File: config.mk
export PLATFORM = sky130hd
export DESIGN_NAME = block_lock_64b66b
export DESIGN_NICKNAME = d
export VERILOG_FILES = /design/src/rtl/block_lock_64b66b.sv
export SDC_FILE = /design/constraint.sdc
export NUM_CORES = 1
export LEC_CHECK = 0
export CAP_MARGIN = 0
export CORE_AREA = 2 2 101 103
export DETAILED_ROUTE_END_ITERATION = 8
export DIE_AREA = 0 0 103 105
export PLACE_DENSITY = 0.77
export SYNTH_ARGS = -nofsm -noshare
export SYNTH_HDL_FRONTEND = slang
export SYNTH_SLANG_ARGS = --single-unit
File: constraint.sdc
create_clock -name clk_i -period 2.2 [get_ports clk_i]
set_input_delay 0.22 -clock clk_i [delete_from_list [all_inputs] [get_ports clk_i]]
set_output_delay 0.22 -clock clk_i [all_outputs]
set_load 0.02 [all_outputs]
File: src/rtl/block_lock_64b66b.sv
// Purpose: 64b/66b Rx block lock FSM with gearbox slip control and 64-bit block reassembly.
// Latency: block_valid_o one cycle after the second half is sampled; block_lock_o one cycle after the 64th clean header.
// Backpressure: none, so the stream runs at line rate. Blocks only emerge while locked. Optional counters under BLOCK_LOCK_STATS_EN.
module block_lock_64b66b #(
  parameter int unsigned SH_CNT_MAX     = 64,
  parameter int unsigned SH_INVALID_MAX = 16,
  parameter int unsigned SLIP_WAIT_CYC  = 136
) (
  input  logic        clk_i,
  input  logic        rst_i,
  input  logic [31:0] data_i,
  input  logic [1:0]  head_i,
  input  logic        head_valid_i,
  output logic        slip_o,
  output logic        block_lock_o,
  output logic [63:0] block_o,
  output logic [1:0]  block_head_o,
  output logic        block_valid_o
`ifdef BLOCK_LOCK_STATS_EN
  ,
  output logic [15:0] slip_cnt_o,
  output logic [15:0] lock_loss_cnt_o
`endif
);

  typedef enum logic [1:0] {
    TEST_SH   = 2'd0,
    SLIP      = 2'd1,
    SLIP_WAIT = 2'd2
  } state_t;

  state_t      state_q, state_d;
  logic [6:0]  sh_cnt_q, sh_cnt_d;
  logic [4:0]  sh_inv_q, sh_inv_d;
  logic [7:0]  timer_q, timer_d;
  logic        lock_q, lock_d;
  logic        slip_q, slip_d;

  logic        half_vld_q, half_vld_d;
  logic [31:0] half_dat_q, half_dat_d;
  logic [1:0]  half_head_q, half_head_d;
  logic [63:0] block_q, block_d;
  logic [1:0]  block_head_q, block_head_d;
  logic        block_vld_q, block_vld_d;

  logic        hdr_ok;
  logic [6:0]  cnt_inc;
  logic [4:0]  inv_inc;

  assign hdr_ok  = (head_i == 2'b01) || (head_i == 2'b10);
  assign cnt_inc = sh_cnt_q + 7'd1;
  assign inv_inc = sh_inv_q + {4'd0, ~hdr_ok};

  // Lock FSM: header window counting, slip request and post-slip settle timer.
  always_comb begin
    state_d  = state_q;
    sh_cnt_d = sh_cnt_q;
    sh_inv_d = sh_inv_q;
    timer_d  = timer_q;
    lock_d   = lock_q;
    case (state_q)
      TEST_SH: begin
        if (head_valid_i) begin
          sh_cnt_d = cnt_inc;
          sh_inv_d = inv_inc;
          // Invalid-limit is checked first so it wins over a coincident window end.
          if ((!lock_q && !hdr_ok) || (lock_q && (inv_inc == 5'(SH_INVALID_MAX)))) begin
            state_d = SLIP;
            lock_d  = 1'b0;
          end else if (cnt_inc == 7'(SH_CNT_MAX)) begin
            if (inv_inc == 5'd0) lock_d = 1'b1;
            sh_cnt_d = 7'd0;
            sh_inv_d = 5'd0;
          end
        end
      end
      SLIP: begin
        lock_d   = 1'b0;
        sh_cnt_d = 7'd0;
        sh_inv_d = 5'd0;
        timer_d  = 8'(SLIP_WAIT_CYC - 1);
        state_d  = SLIP_WAIT;
      end
      SLIP_WAIT: begin
        if (timer_q == 8'd0) state_d = TEST_SH;
        else                 timer_d = timer_q - 8'd1;
      end
      default: state_d = TEST_SH;
    endcase
    // Registered slip: high exactly for the single SLIP cycle.
    slip_d = (state_d == SLIP);
  end

  // Word-pair assembly; anything pending is thrown away while slipping.
  always_comb begin
    half_vld_d   = half_vld_q;
    half_dat_d   = half_dat_q;
    half_head_d  = half_head_q;
    block_d      = block_q;
    block_head_d = block_head_q;
    block_vld_d  = 1'b0;
    if (state_q != TEST_SH) begin
      half_vld_d = 1'b0;
    end else if (head_valid_i) begin
      half_vld_d  = 1'b1;
      half_dat_d  = data_i;
      half_head_d = head_i;
    end else if (half_vld_q) begin
      half_vld_d = 1'b0;
      if (lock_q) begin
        block_d      = {half_dat_q, data_i};
        block_head_d = half_head_q;
        block_vld_d  = 1'b1;
      end
    end
  end

  // State and datapath registers with synchronous reset.
  always_ff @(posedge clk_i) begin
    if (rst_i) begin
      state_q      <= TEST_SH;
      sh_cnt_q     <= 7'd0;
      sh_inv_q     <= 5'd0;
      timer_q      <= 8'd0;
      lock_q       <= 1'b0;
      slip_q       <= 1'b0;
      half_vld_q   <= 1'b0;
      half_dat_q   <= 32'd0;
      half_head_q  <= 2'd0;
      block_q      <= 64'd0;
      block_head_q <= 2'd0;
      block_vld_q  <= 1'b0;
    end else begin
      state_q      <= state_d;
      sh_cnt_q     <= sh_cnt_d;
      sh_inv_q     <= sh_inv_d;
      timer_q      <= timer_d;
      lock_q       <= lock_d;
      slip_q       <= slip_d;
      half_vld_q   <= half_vld_d;
      half_dat_q   <= half_dat_d;
      half_head_q  <= half_head_d;
      block_q      <= block_d;
      block_head_q <= block_head_d;
      block_vld_q  <= block_vld_d;
    end
  end

  assign slip_o        = slip_q;
  assign block_lock_o  = lock_q;
  assign block_o       = block_q;
  assign block_head_o  = block_head_q;
  assign block_valid_o = block_vld_q;

`ifdef BLOCK_LOCK_STATS_EN
  logic [15:0] slip_cnt_q, slip_cnt_d;
  logic [15:0] loss_cnt_q, loss_cnt_d;

  // Saturating event counters: one count per SLIP cycle, one per lock drop.
  always_comb begin
    slip_cnt_d = slip_cnt_q;
    loss_cnt_d = loss_cnt_q;
    if ((state_q == SLIP) && (slip_cnt_q != 16'hFFFF)) slip_cnt_d = slip_cnt_q + 16'd1;
    if (lock_q && !lock_d && (loss_cnt_q != 16'hFFFF)) loss_cnt_d = loss_cnt_q + 16'd1;
  end

  // Statistics registers.
  always_ff @(posedge clk_i) begin
    if (rst_i) begin
      slip_cnt_q <= 16'd0;
      loss_cnt_q <= 16'd0;
    end else begin
      slip_cnt_q <= slip_cnt_d;
      loss_cnt_q <= loss_cnt_d;
    end
  end

  assign slip_cnt_o      = slip_cnt_q;
  assign lock_loss_cnt_o = loss_cnt_q;
`endif

endmodule

==> results.json <==
{
  "max-cap-violations": 0,
  "ys.flop_type": "dfxtp_1",
  "cp.required_ns": 2.58,
  "synth.most_common_cell": "nand2_1",
  "postRouteWirelength_um": 11900,
  "switching_power_uw": 1310,
  "finalSetupTns_ns": 0,
  "die_w_um": 103,
  "cp_top_family": "compound AO/OA/AOI/OAI gates",
  "grt_pass1_wl_um": 19900,
  "maxSlewHeadroom": 0.521,
  "crit_buf_inv": 1,
  "top_layer_used": "met4",
  "h-tree-depth": 4,
  "pwr_density_cell_nw_per_um2": 848,
  "cts_buffer_depth": 2,
  "cts.sinks": 126,
  "seqPwrFrac": 0.430,
  "syn_inst": 592,
  "swShare": 0.236,
  "synthToLayoutAreaGrowth_pct": 37.9,
  "drt_first_iter_violations": 278,
  "finalNetCount": 736,
  "tritoncts": "built",
  "antenna_found_initial": 0,
  "wire_per_inst_um": 14.2,
  "setup_viol": 0,
  "rrSetupSlack_ns": 0.25,
  "seq_area_frac_synth": 0.530,
  "vias_per_cell": 5.14,
  "critPathCaptureType": "register",
  "grt_pass1_vias": 4308,
  "synthArstFlopShare": 0,
  "dp_hpwl_um": 7760,
  "core.rowCount": 36,
  "fillCellCount": 815,
  "fin_crit_ns": 2.02,
  "num_vias": 4310,
  "cts_resized": 0,
  "hp-class": "input port to register",
  "synth_cell_type_count": 46,
  "path_clk_slew_ns": 0.06,
  "rsz0062_at_grt": "false",
  "postCtsHoldBufs": 0,
  "placement.cell_area_um2": 5960,
  "crit_chain": "clkdlybuf4s50_1 > xnor2_1 > ha_1 > ha_1 > nand3_1 > xnor2_1 > a31o_2 > o21ai_4 > o211ai_2",
  "clock_power_share": 0.505,
  "synth_top_area_frac": 0.530,
  "drc": 0,
  "grt_max_degree": 67,
  "ir_worst_vdd_mv": 0.496,
  "synthTopCellsByArea": "dfxtp_1 (53%), nand2_1 (17%), a21oi_1 (11%)",
  "dieArea_um2": 10800,
  "wl_met1_um": 4980,
  "clkLatencyLatePin_ns": 0.51,
  "final_antenna_net_count": 0,
  "dr.pass1.iters": 4,
  "total_power_uw": 5560,
  "final_hold_viol_count": 0,
  "drive_gt1_frac": 0.0850,
  "syn_nets": 634,
  "crit_type": "input port to register",
  "synth.top_cells.by_count": "nand2_1 (220), dfxtp_1 (126), a21oi_1 (104)",
  "startpoint_type": "input port",
  "path_max_fanout": 7,
  "crit_arrival_ns": 2.40,
  "start_util": 0.494,
  "grt_use_total": 0.229,
  "dr_wl_met2_um": 6040,
  "synth_seq_cells": 126,
  "max_stage_delay_ns": 0.44,
  "io_buffers": 105,
  "ys_warn_count": 0,
  "power_frac_comb": 0.065,
  "finalCritPeriodShare": 0.920,
  "fmax_mhz": 494,
  "core_um2": 9640,
  "synth_edf_count": 0,
  "place.gp.congestion": 0.797,
  "numCtsBuffers": 17,
  "cts_root_buf": "clkbuf_8",
  "status": "completed",
  "fp.dieH_um": 105,
  "post_cts.repair.setup_buffers": 0,
  "antenna_cells": 0,
  "fin_skew_ns": 0.00799,
  "yosys.area.top_type": "dfxtp_1",
  "io_pins": 106,
  "p_int_uw": 4250,
  "grt-ovfl-total": 0,
  "power.leakage_uw": 0.00231,
  "syn_area_um2": 4760,
  "slew_viol_final": 0,
  "slowest_stage": "clkdlybuf4s50_1",
  "worstMarginPinSlew_ns": 0.715,
  "syn-mean-instance-area_um2": 8.04,
  "dr_wl_met3_um": 705,
  "fin_area_um2": 6560
}
-- logic make-up after synthesis --
kind of cell	after synthesis	synth area share
XOR/XNOR	6	0.0110
flip-flops	126	0.530
adder cells (fa/ha/maj)	5	0.0131
AND/OR/NAND/NOR	269	0.238
AO/OA/AOI/OAI	143	0.172
buffers and inverters	43	0.0363
-- registers in the layout, indices dropped and copies added, names as in the netlist --
signal,count
block_valid_o,1
timer_q,8
slip_o,1
block_lock_o,1
block_head_o,2
sh_cnt_q,7
sh_inv_q,5
state_q,2
half_head_q,2
half_vld_q,1
block_o,64
half_dat_q,32
-- placed cells by master (no fill, tap or decap), types with 2 or more instances in the layout --
master,instances
o21ai_1,6
dfxtp_1,126
inv_1,6
a31oi_1,4
a21oi_1,104
nor4_4,2
nor3_1,5
xnor2_1,4
o21ai_0,10
xor2_1,2
o211a_1,2
and2_1,2
clkdlybuf4s50_1,104
buf_4,14
o211ai_2,3
inv_6,4
nand2b_1,4
nand2_1,219
nand3b_1,2
a211oi_1,3
clkbuf_16,16
nor2b_1,5
bufinv_16,3
nor2_1,15
ha_1,5
or3_1,2
nand3_1,3
clkinv_4,4
-- final timing paths --
check,start,end,cells past startpoint
worst min register to register,half_dat_q[27],block_o[59],2
worst min-delay path,rst_i,sh_cnt_q[3],4
worst max register to register,timer_q[0],timer_q[6],7
worst max-delay path,head_i[0],sh_inv_q[3],9
-- metrics by stage --
stage	hold slack (ns)	cells	util	setup WS [ns]
2_1_floorplan	0.356	592	-	0.413
3_3_place_gp	0.435	808	0.619	-0.151
3_5_place_dp	0.445	808	0.619	-0.294
4_1_cts	0.114	839	0.681	0.196
5_1_grt	0.160	839	0.681	0.0903
6_report	0.117	839	0.681	0.176
-- power groups by stage --
stage               clock network (uW)  registers (uW)  logic (uW)
floorplan                            0            2430         214
global placement                     0            2440         345
detailed placement                   0            2440         360
CTS                               2840            2390         363
global route                      2940            2400         404
finish                            2810            2390         362
-- cell type report --
cell class,instances,area (um^2),share of cell area
Inverter,7,26.3,0.00400
Timing Repair Buffer,119,1170,0.178
Multi-Input combinational cell,423,2080,0.317
Tap cell,133,166,0.0254
Clock buffer,17,414,0.0631
Clock inverter,14,184,0.0280
Sequential cell,126,2520,0.384
-- metal layers --
| layer | vias up | GRT usage |
|---|---|---|
| met4 | 0 | 0.0752 |
| met5 | - | 0 |
| met1 | 2021 | 0.273 |
| met2 | 109 | 0.391 |
| met3 | 17 | 0.0662 |
| li1 | 2163 | - |
-- worst reg2reg max path, cell delays in order, from the launching register on --
cell and delay (ns):
dfxtp_1 0.37, inv_1 0.08, ha_1 0.20, nor2b_1 0.16, a31oi_1 0.57, nor2_1 0.18, o21ai_1 0.18, a21oi_1 0.07
Power figures use the tool's default switching activity.
